`src/rtl/cmp_pkg.sv`:
```
// cmp_pkg: shared types and constants for the bit-serial magnitude comparator.
//  - state_t    : comparator FSM states.
//  - CMP_*      : one-hot result encodings, ordered {eq, ls, gt}.
//  - cnt_width(): bit-counter width for a given operand width (min 1 bit).
package cmp_pkg;

  typedef enum logic [1:0] {
    IDLE  = 2'd0,
    SHIFT = 2'd1,
    DONE  = 2'd2
  } state_t;

  localparam logic [2:0] CMP_EQ = 3'b100;
  localparam logic [2:0] CMP_LT = 3'b010;
  localparam logic [2:0] CMP_GT = 3'b001;

  // A W=1 walk still needs a 1-bit counter, so clamp the width to 1.
  function automatic int cnt_width(input int w);
    return (w > 1) ? $clog2(w) : 1;
  endfunction

endpackage

```
`src/rtl/cmp_bit_slice.sv`:
```
// cmp_bit_slice: combinational 1-bit unsigned compare.
// Ports:
//  a_bit, b_bit : bits under comparison
//  eq, lt, gt   : one-hot result (a==b, a<b, a>b)
module cmp_bit_slice (
  input  logic a_bit,
  input  logic b_bit,
  output logic eq,
  output logic lt,
  output logic gt
);

  assign eq = ~(a_bit ^ b_bit);
  assign lt = ~a_bit & b_bit;
  assign gt = a_bit & ~b_bit;

endmodule

```
`src/rtl/serial_mag_comparator.sv`:
```
// serial_mag_comparator: bit-serial, MSB-first magnitude compare of two
// W-bit unsigned operands, one bit per clock.
// Ports:
//  clk     : clock, rising edge
//  reset   : asynchronous active-high reset
//  start   : request, accepted in IDLE and in DONE (back-to-back)
//  a, b    : operands, captured on the accepted start edge
//  busy    : high while in SHIFT or DONE
//  done    : one-cycle pulse, flags valid in this cycle
//  a_eq_b, a_ls_b, a_gt_b : registered one-hot result, held until the next
//                           result or reset (all zero = no result yet)
module serial_mag_comparator
  import cmp_pkg::*;
#(
  parameter int W          = 8,
  parameter bit EARLY_EXIT = 1'b1
) (
  input  logic         clk,
  input  logic         reset,
  input  logic         start,
  input  logic [W-1:0] a,
  input  logic [W-1:0] b,
  output logic         busy,
  output logic         done,
  output logic         a_eq_b,
  output logic         a_ls_b,
  output logic         a_gt_b
);

  localparam int             CNT_W    = cnt_width(W);
  localparam logic [CNT_W-1:0] CNT_LOAD = CNT_W'(W - 1);
  localparam logic [CNT_W-1:0] CNT_ONE  = CNT_W'(1);

  state_t           state_reg, state_next;
  logic [W-1:0]     sa_reg, sb_reg;
  logic [CNT_W-1:0] cnt_reg;
  logic             dec_reg;     // first difference already seen
  logic             dir_gt_reg;  // direction of that first difference
  logic [2:0]       flags_reg;   // {eq, ls, gt}

  logic             bit_eq, bit_lt, bit_gt;
  logic             accept, finish;
  logic [2:0]       result;

  cmp_bit_slice u_slice (
    .a_bit (sa_reg[W-1]),
    .b_bit (sb_reg[W-1]),
    .eq    (bit_eq),
    .lt    (bit_lt),
    .gt    (bit_gt)
  );

  // Starting again straight from DONE gives the latency+1 minimum period.
  assign accept = start && (state_reg == IDLE || state_reg == DONE);

  // The walk ends on the last bit, or on the first difference when exiting early.
  assign finish = (state_reg == SHIFT) &&
                  ((cnt_reg == '0) || (EARLY_EXIT && !bit_eq));

  // A recorded earlier difference outranks the current bit; otherwise the
  // slice output is already in {eq, ls, gt} one-hot order.
  assign result = dec_reg ? (dir_gt_reg ? CMP_GT : CMP_LT)
                          : {bit_eq, bit_lt, bit_gt};

  // State register
  always_ff @(posedge clk or posedge reset) begin
    if (reset) state_reg <= IDLE;
    else       state_reg <= state_next;
  end

  // Next-state logic
  always_comb begin
    state_next = state_reg;
    unique case (state_reg)
      IDLE:    if (accept) state_next = SHIFT;
      SHIFT:   if (finish) state_next = DONE;
      DONE:    state_next = accept ? SHIFT : IDLE;
      default: state_next = IDLE;
    endcase
  end

  // Output decode
  always_comb begin
    busy = (state_reg != IDLE);
    done = (state_reg == DONE);
  end

  // Datapath: operand shift registers, bit counter, sticky decision
  always_ff @(posedge clk or posedge reset) begin
    if (reset) begin
      sa_reg     <= '0;
      sb_reg     <= '0;
      cnt_reg    <= '0;
      dec_reg    <= 1'b0;
      dir_gt_reg <= 1'b0;
    end else if (accept) begin
      sa_reg     <= a;
      sb_reg     <= b;
      cnt_reg    <= CNT_LOAD;
      dec_reg    <= 1'b0;
      dir_gt_reg <= 1'b0;
    end else if (state_reg == SHIFT) begin
      sa_reg  <= sa_reg << 1;
      sb_reg  <= sb_reg << 1;
      cnt_reg <= cnt_reg - CNT_ONE;
      if (!dec_reg && !bit_eq) begin
        dec_reg    <= 1'b1;
        dir_gt_reg <= bit_gt;
      end
    end
  end

  // Result flags, loaded only on the edge entering DONE
  always_ff @(posedge clk or posedge reset) begin
    if (reset)       flags_reg <= 3'b000;
    else if (finish) flags_reg <= result;
  end

  assign a_eq_b = flags_reg[2];
  assign a_ls_b = flags_reg[1];
  assign a_gt_b = flags_reg[0];

endmodule
```
`config.mk`:
```
export PLATFORM = sky130hd
export DESIGN_NAME = serial_mag_comparator
export DESIGN_NICKNAME = d
export VERILOG_FILES = /design/src/rtl/cmp_pkg.sv /design/src/rtl/cmp_bit_slice.sv /design/src/rtl/serial_mag_comparator.sv
export SDC_FILE = /design/constraint.sdc
export NUM_CORES = 1
export LEC_CHECK = 0
export ABC_AREA = 1
export ABC_CLOCK_PERIOD_IN_PS = 1400
export CORE_UTILIZATION = 45
export DETAILED_ROUTE_END_ITERATION = 8
export GPL_ROUTABILITY_DRIVEN = 0
export PLACE_DENSITY = 0.81
export SLEW_MARGIN = 20
export SYNTH_ARGS = -nofsm -noshare
export SYNTH_HDL_FRONTEND = slang
export SYNTH_SLANG_ARGS = --single-unit
```
`constraint.sdc`:
```
create_clock -name clk -period 1.4 [get_ports clk]
set_input_delay 0.35 -clock clk [delete_from_list [all_inputs] [get_ports clk]]
set_output_delay 0.35 -clock clk [all_outputs]
set_load 0.01 [all_outputs]
```
## After elaboration in Yosys (flattened, before gate mapping)

Index checks and enable logic that the tools add are counted.
Widths: inputs -> output; s select.

- Add/sub/neg operators: 1
- Eq/ne operators: 4
- Mux-type cells: 18
- Bitwise operators: 6
- Reduce and logical (&&, ||, !) cells: 13

Operators by type and width:

| operator | number |
|---|---|
| $mux 8 | 4 |
| $mux 3 | 3 |
| $mux 1 | 7 |
| $mux 2 | 3 |
| $pmux 2 s3 | 1 |
| $reduce_bool 2->1 | 3 |
| $ne 2x2->1 const B | 2 |
| $reduce_and 2->1 | 2 |
| $logic_and 1x1->1 | 3 |
| $logic_not 3->1 | 1 |
| $not 1->1 | 3 |
| $sub 3x1->3 const B | 1 |
| $and 1x1->1 | 2 |
| $eq 2x1->1 const B | 1 |
| $eq 2x2->1 const B | 1 |
| $logic_not 2->1 | 1 |
| $logic_or 1x1->1 | 2 |
| $logic_not 1->1 | 1 |
| $xor 1x1->1 | 1 |

- Bits in registers: 26
- Bits of input ports: 19
- Output and inout bits: 5
- Logic and storage cells: 49

## Logic depth before layout (Yosys ltp)

- Word-level depth: 5
- Depth in mapped cells: 8
- Depth with buffers taken out: 7

## By module

A second synthesis with hierarchy kept.

- Cells, all modules: 178
- Area, all modules: 1337.5 um^2

By module, submodules not included:

| module | times used | cells an instance | area each (um^2) | sequential area each (um^2) |
|---|---|---|---|---|
| serial_mag_comparator | 1 | 174 | 1305.0 | 650.6 |
| cmp_bit_slice | 1 | 4 | 32.5 | 0.0 |

## Least setup slack after synthesis

Ideal clock, no wire load.

- Path type: register to register
- Start: reg sb_reg[7]
- End: reg flags_reg[0]
- Setup time: 0.117 ns
- Data arrival time: 0.999 ns
- Data required time: 1.283 ns
- Path slack: 0.284 ns
- Cell stages (with the launch flop): 7
- Path buffers: 0
- Clock period less this slack: 1.116 ns
- Cells stage by stage: dfrtp_1 inv_1 ha_1 nand2_1 nand2_2 nand2_1 nand2_1

- Cells in the longest elaborated chain, start to end: 3
- Elaborated cells on any way between the ends: 6
- Those cells by class: mux (1); bitwise (3); reduce/logical (2)

Ends and longest elaborated chain:

| element | RTL line | RTL |
|---|---|---|
| start: declaration | serial_mag_comparator.sv:35 | `logic [W-1:0] sa_reg, sb_reg;` |
| start signal: assignment | serial_mag_comparator.sv:104 | `sb_reg <= sb_reg << 1;` |
| $not 1->1 or $xor 1x1->1 (tied branches) | cmp_bit_slice.sv:15, cmp_bit_slice.sv:13 |  |
| $and 1x1->1 or $logic_or 1x1->1 (tied branches) | cmp_bit_slice.sv:15, serial_mag_comparator.sv:58 |  |
| $mux 3 or $logic_and 1x1->1 (tied branches) | serial_mag_comparator.sv:62, serial_mag_comparator.sv:57 |  |
| end signal: assignment | serial_mag_comparator.sv:116 | `else if (finish) flags_reg <= result;` |
| end: declaration | serial_mag_comparator.sv:39 | `logic [2:0] flags_reg;` |

Several ways; a longest one is shown, not always the timed one.
A chain may end at the register's enable or synchronous reset.

## Worst setup path in the final report

- Start: reg state_reg[1]
- End: out done

- Cells in the longest elaborated chain, start to end: 1

Ends and longest elaborated chain:

| element | RTL line | RTL |
|---|---|---|
| start: declaration | serial_mag_comparator.sv:34 | `state_t state_reg, state_next;` |
| start signal: assignment | serial_mag_comparator.sv:68 | `else state_reg <= state_next;` |
| $eq 2x2->1 | serial_mag_comparator.sv:85 | `done = (state_reg == DONE);` |
| end: declaration | serial_mag_comparator.sv:24 | `output logic done,` |

No other way between the ends.

==> qor.yml <==
cp_max_fo: 3
antenna_cells: 0
ys_warn_count: 0
start_util: 0.4772
io_pins: 24
grt_busiest_layer: "met2"
dieWidth_um: 59.14
worst_ep_required_time_ns: 1.05
synth.distinct_cells: 20
setup_viol: 1
r2r_slack_ns: 0.11
seq_area_frac_synth: 0.4429
slew_viol_final: 0
grt_pass1_wl_um: 5140
powerDensity_nw_per_um2: 1978
ir_drop_v: 0.0009039
clock-sinks: 26
min_path_type: "input pin to async pin"
synthesis.area_um2: 1469
via_count: 1256
syn_area_per_cell_um2: 7.611
synth_top_cell_area_share: 0.4429
drc_errors: 0
fmax_mhz: 706.8
fillerInstances: 282
grt-ovfl-total: 0
cts-hold-fix-buffers: 0
clk_pin_slew_ns: 0.14
period_needed_ns: 1.415
max_cap_violations: 0
numCtsBuffers: 3
viasPerCell: 4.601
cts_tree: "done"
fin_skew_ns: 0.004146
synth_nets: 216
rr_worst_depth: 8
met2_usage: 0.3442
run_status: "finished, violations left"
layout_commonest_cell: "nand2_1"
fp.dieArea_um2: 3497
synth_top_area_cell: "dfrtp_1"
rr_endpoint: "sa_reg[5]"
grt_start_max_net_pins: 27
dpl_cell_area_um2: 1808
totalWireLength_um: 2874
finalNetCount: 254
p_leak_nw: 1.048
crit_arrival_ns: 1.06
setup_ws_ns: -0.01480
mostFrequentLayoutCells: "nand2_1, inv_1, dfrtp_1"
synthMuxAreaShare: 0
syn_to_final_growth_pct: 25.64
clk_path_buf_depth: 2
synthTopCellsByArea: "dfrtp_1, nand2_1, nand3_1, inv_1, ha_1"
synth-seq-cells: 26
dp_hpwl_um: 2130
startpoint_type: "flip-flop"
io_buffers: 23
grt_antenna_before_repair: 0
root_buffer: "clkbuf_4"
synthAdderAreaFrac: 0.03407
end_kind: "primary output"
relSlewSlack: 0.8054
place_ws_ns: -0.1151
hold_viol_final: 0
syn_inst: 193
wire_per_inst_um: 10.53
synth_top_family_by_area: "simple AND/OR/NAND/NOR gates"
crit_start: "state_reg[1]"
first_iter_violations: 67
total_power_mw: 3.651
cts_max_level: 1
synthXorXnorAreaFrac: 0
synthSimpleGateAreaFrac: 0.3603
core_area_um2: 3078
worstSkewPairLatency_ns: 0.32
worstSetupEndpoint: "done"
path_class: "flip-flop to primary output"
r2r_start: "state_reg[1]"
violations: "setup timing"
die_h_um: 59.14
final_layout_size_suffix_gt1_frac: 0.1703
fin_crit_sh: 1.011
grt_use_met1: 0.2407
first_pass_iters: 4
postLayoutCellArea_um2: 1846
rsz0062_at_grt: "true"
fp-row-count: 20
track_usage: 0.2002
worst_pin_slew_ns: 0.2912
use_met3: 0.03275
grt_pass1_vias: 1219
synth_compound_area_frac: 0.01704
detail-route-antenna-nets: 0
==> power breakdown <==
group	internal (mW)	switching (mW)	total, mW
Clock	0.101	0.219	0.320
Combinational	0.843	1.14	1.98
Sequential	1.11	0.238	1.35
Total	2.05	1.60	3.65
==> worst min path at each step <==
stage / from / endpoint / slack [ns] / depth (start not counted)
6_report: reset / state_reg[1] / 0.34 / 3
5_1_grt: reset / state_reg[1] / 0.33 / 3
4_1_cts: reset / state_reg[1] / 0.34 / 3
3_5_place_dp: sb_reg[6] / sb_reg[6] / 0.46 / 2
3_3_place_gp: sb_reg[3] / sb_reg[3] / 0.46 / 2
2_1_floorplan: reset / cnt_reg[0] / 0.39 / 1
==> critical path, stage by stage (launching register included) <==
cell     delay (ns)
dfrtp_1        0.41
inv_2          0.07
nor2_2         0.11
buf_2          0.14
==> synthesized netlist by cell type, drive strengths merged <==
cell	number
nand3	24
buf	7
inv	34
o21ai	5
nand2	87
dfrtp	26
nand3b	1
ha	4
nor2	5
==> metrics by stage <==
step | util | hold slack [ns] | std cells | TNS [ns]
3_5_place_dp | 0.5874 | 0.4628 | 267 | -1.628
4_1_cts | 0.5927 | 0.3436 | 271 | -0.01540
6_report | 0.5996 | 0.3357 | 273 | -0.01480
2_1_floorplan | - | 0.3900 | 193 | 0
3_3_place_gp | 0.5874 | 0.4551 | 267 | -1.368
5_1_grt | 0.5996 | 0.3306 | 273 | -0.1144
==> metal layers <==
| layer | routed length [µm] | vias up |
|---|---|---|
| li1 | - | 648 |
| met1 | 1308 | 572 |
| met2 | 1408 | 31 |
| met3 | 89 | 5 |
| met4 | 67 | 0 |
| met5 | 0 | - |
==> area by class of cell <==
class                           instances  area, µm²  area share
Clock buffer                            3      22.52     0.01220
Inverter                               34      137.6     0.07458
Multi-Input combinational cell        126      609.3      0.3302
Sequential cell                        26      651.9      0.3532
Tap cell                               44      55.05     0.02983
Timing Repair Buffer                   40      369.1      0.2000
==> cell families after synthesis <==
group                      after synthesis
AOI/OAI and AO/OA                        5
adders and majority gates                4
buffers and inverters                   41
DFF                                     26
and+or+nand+nor                        117
==> repair_timing <==
| action | in CTS | in global routing |
|---|---|---|
| setup buffers | 1 | 2 |
| pin swaps | 0 | 1 |
| hold endpoints to repair | 0 | 0 |
| resized for setup | 11 | 3 |
| endpoints found under the setup margin | 5 | 9 |
Note: power is estimated with default switching activity, not from simulation.
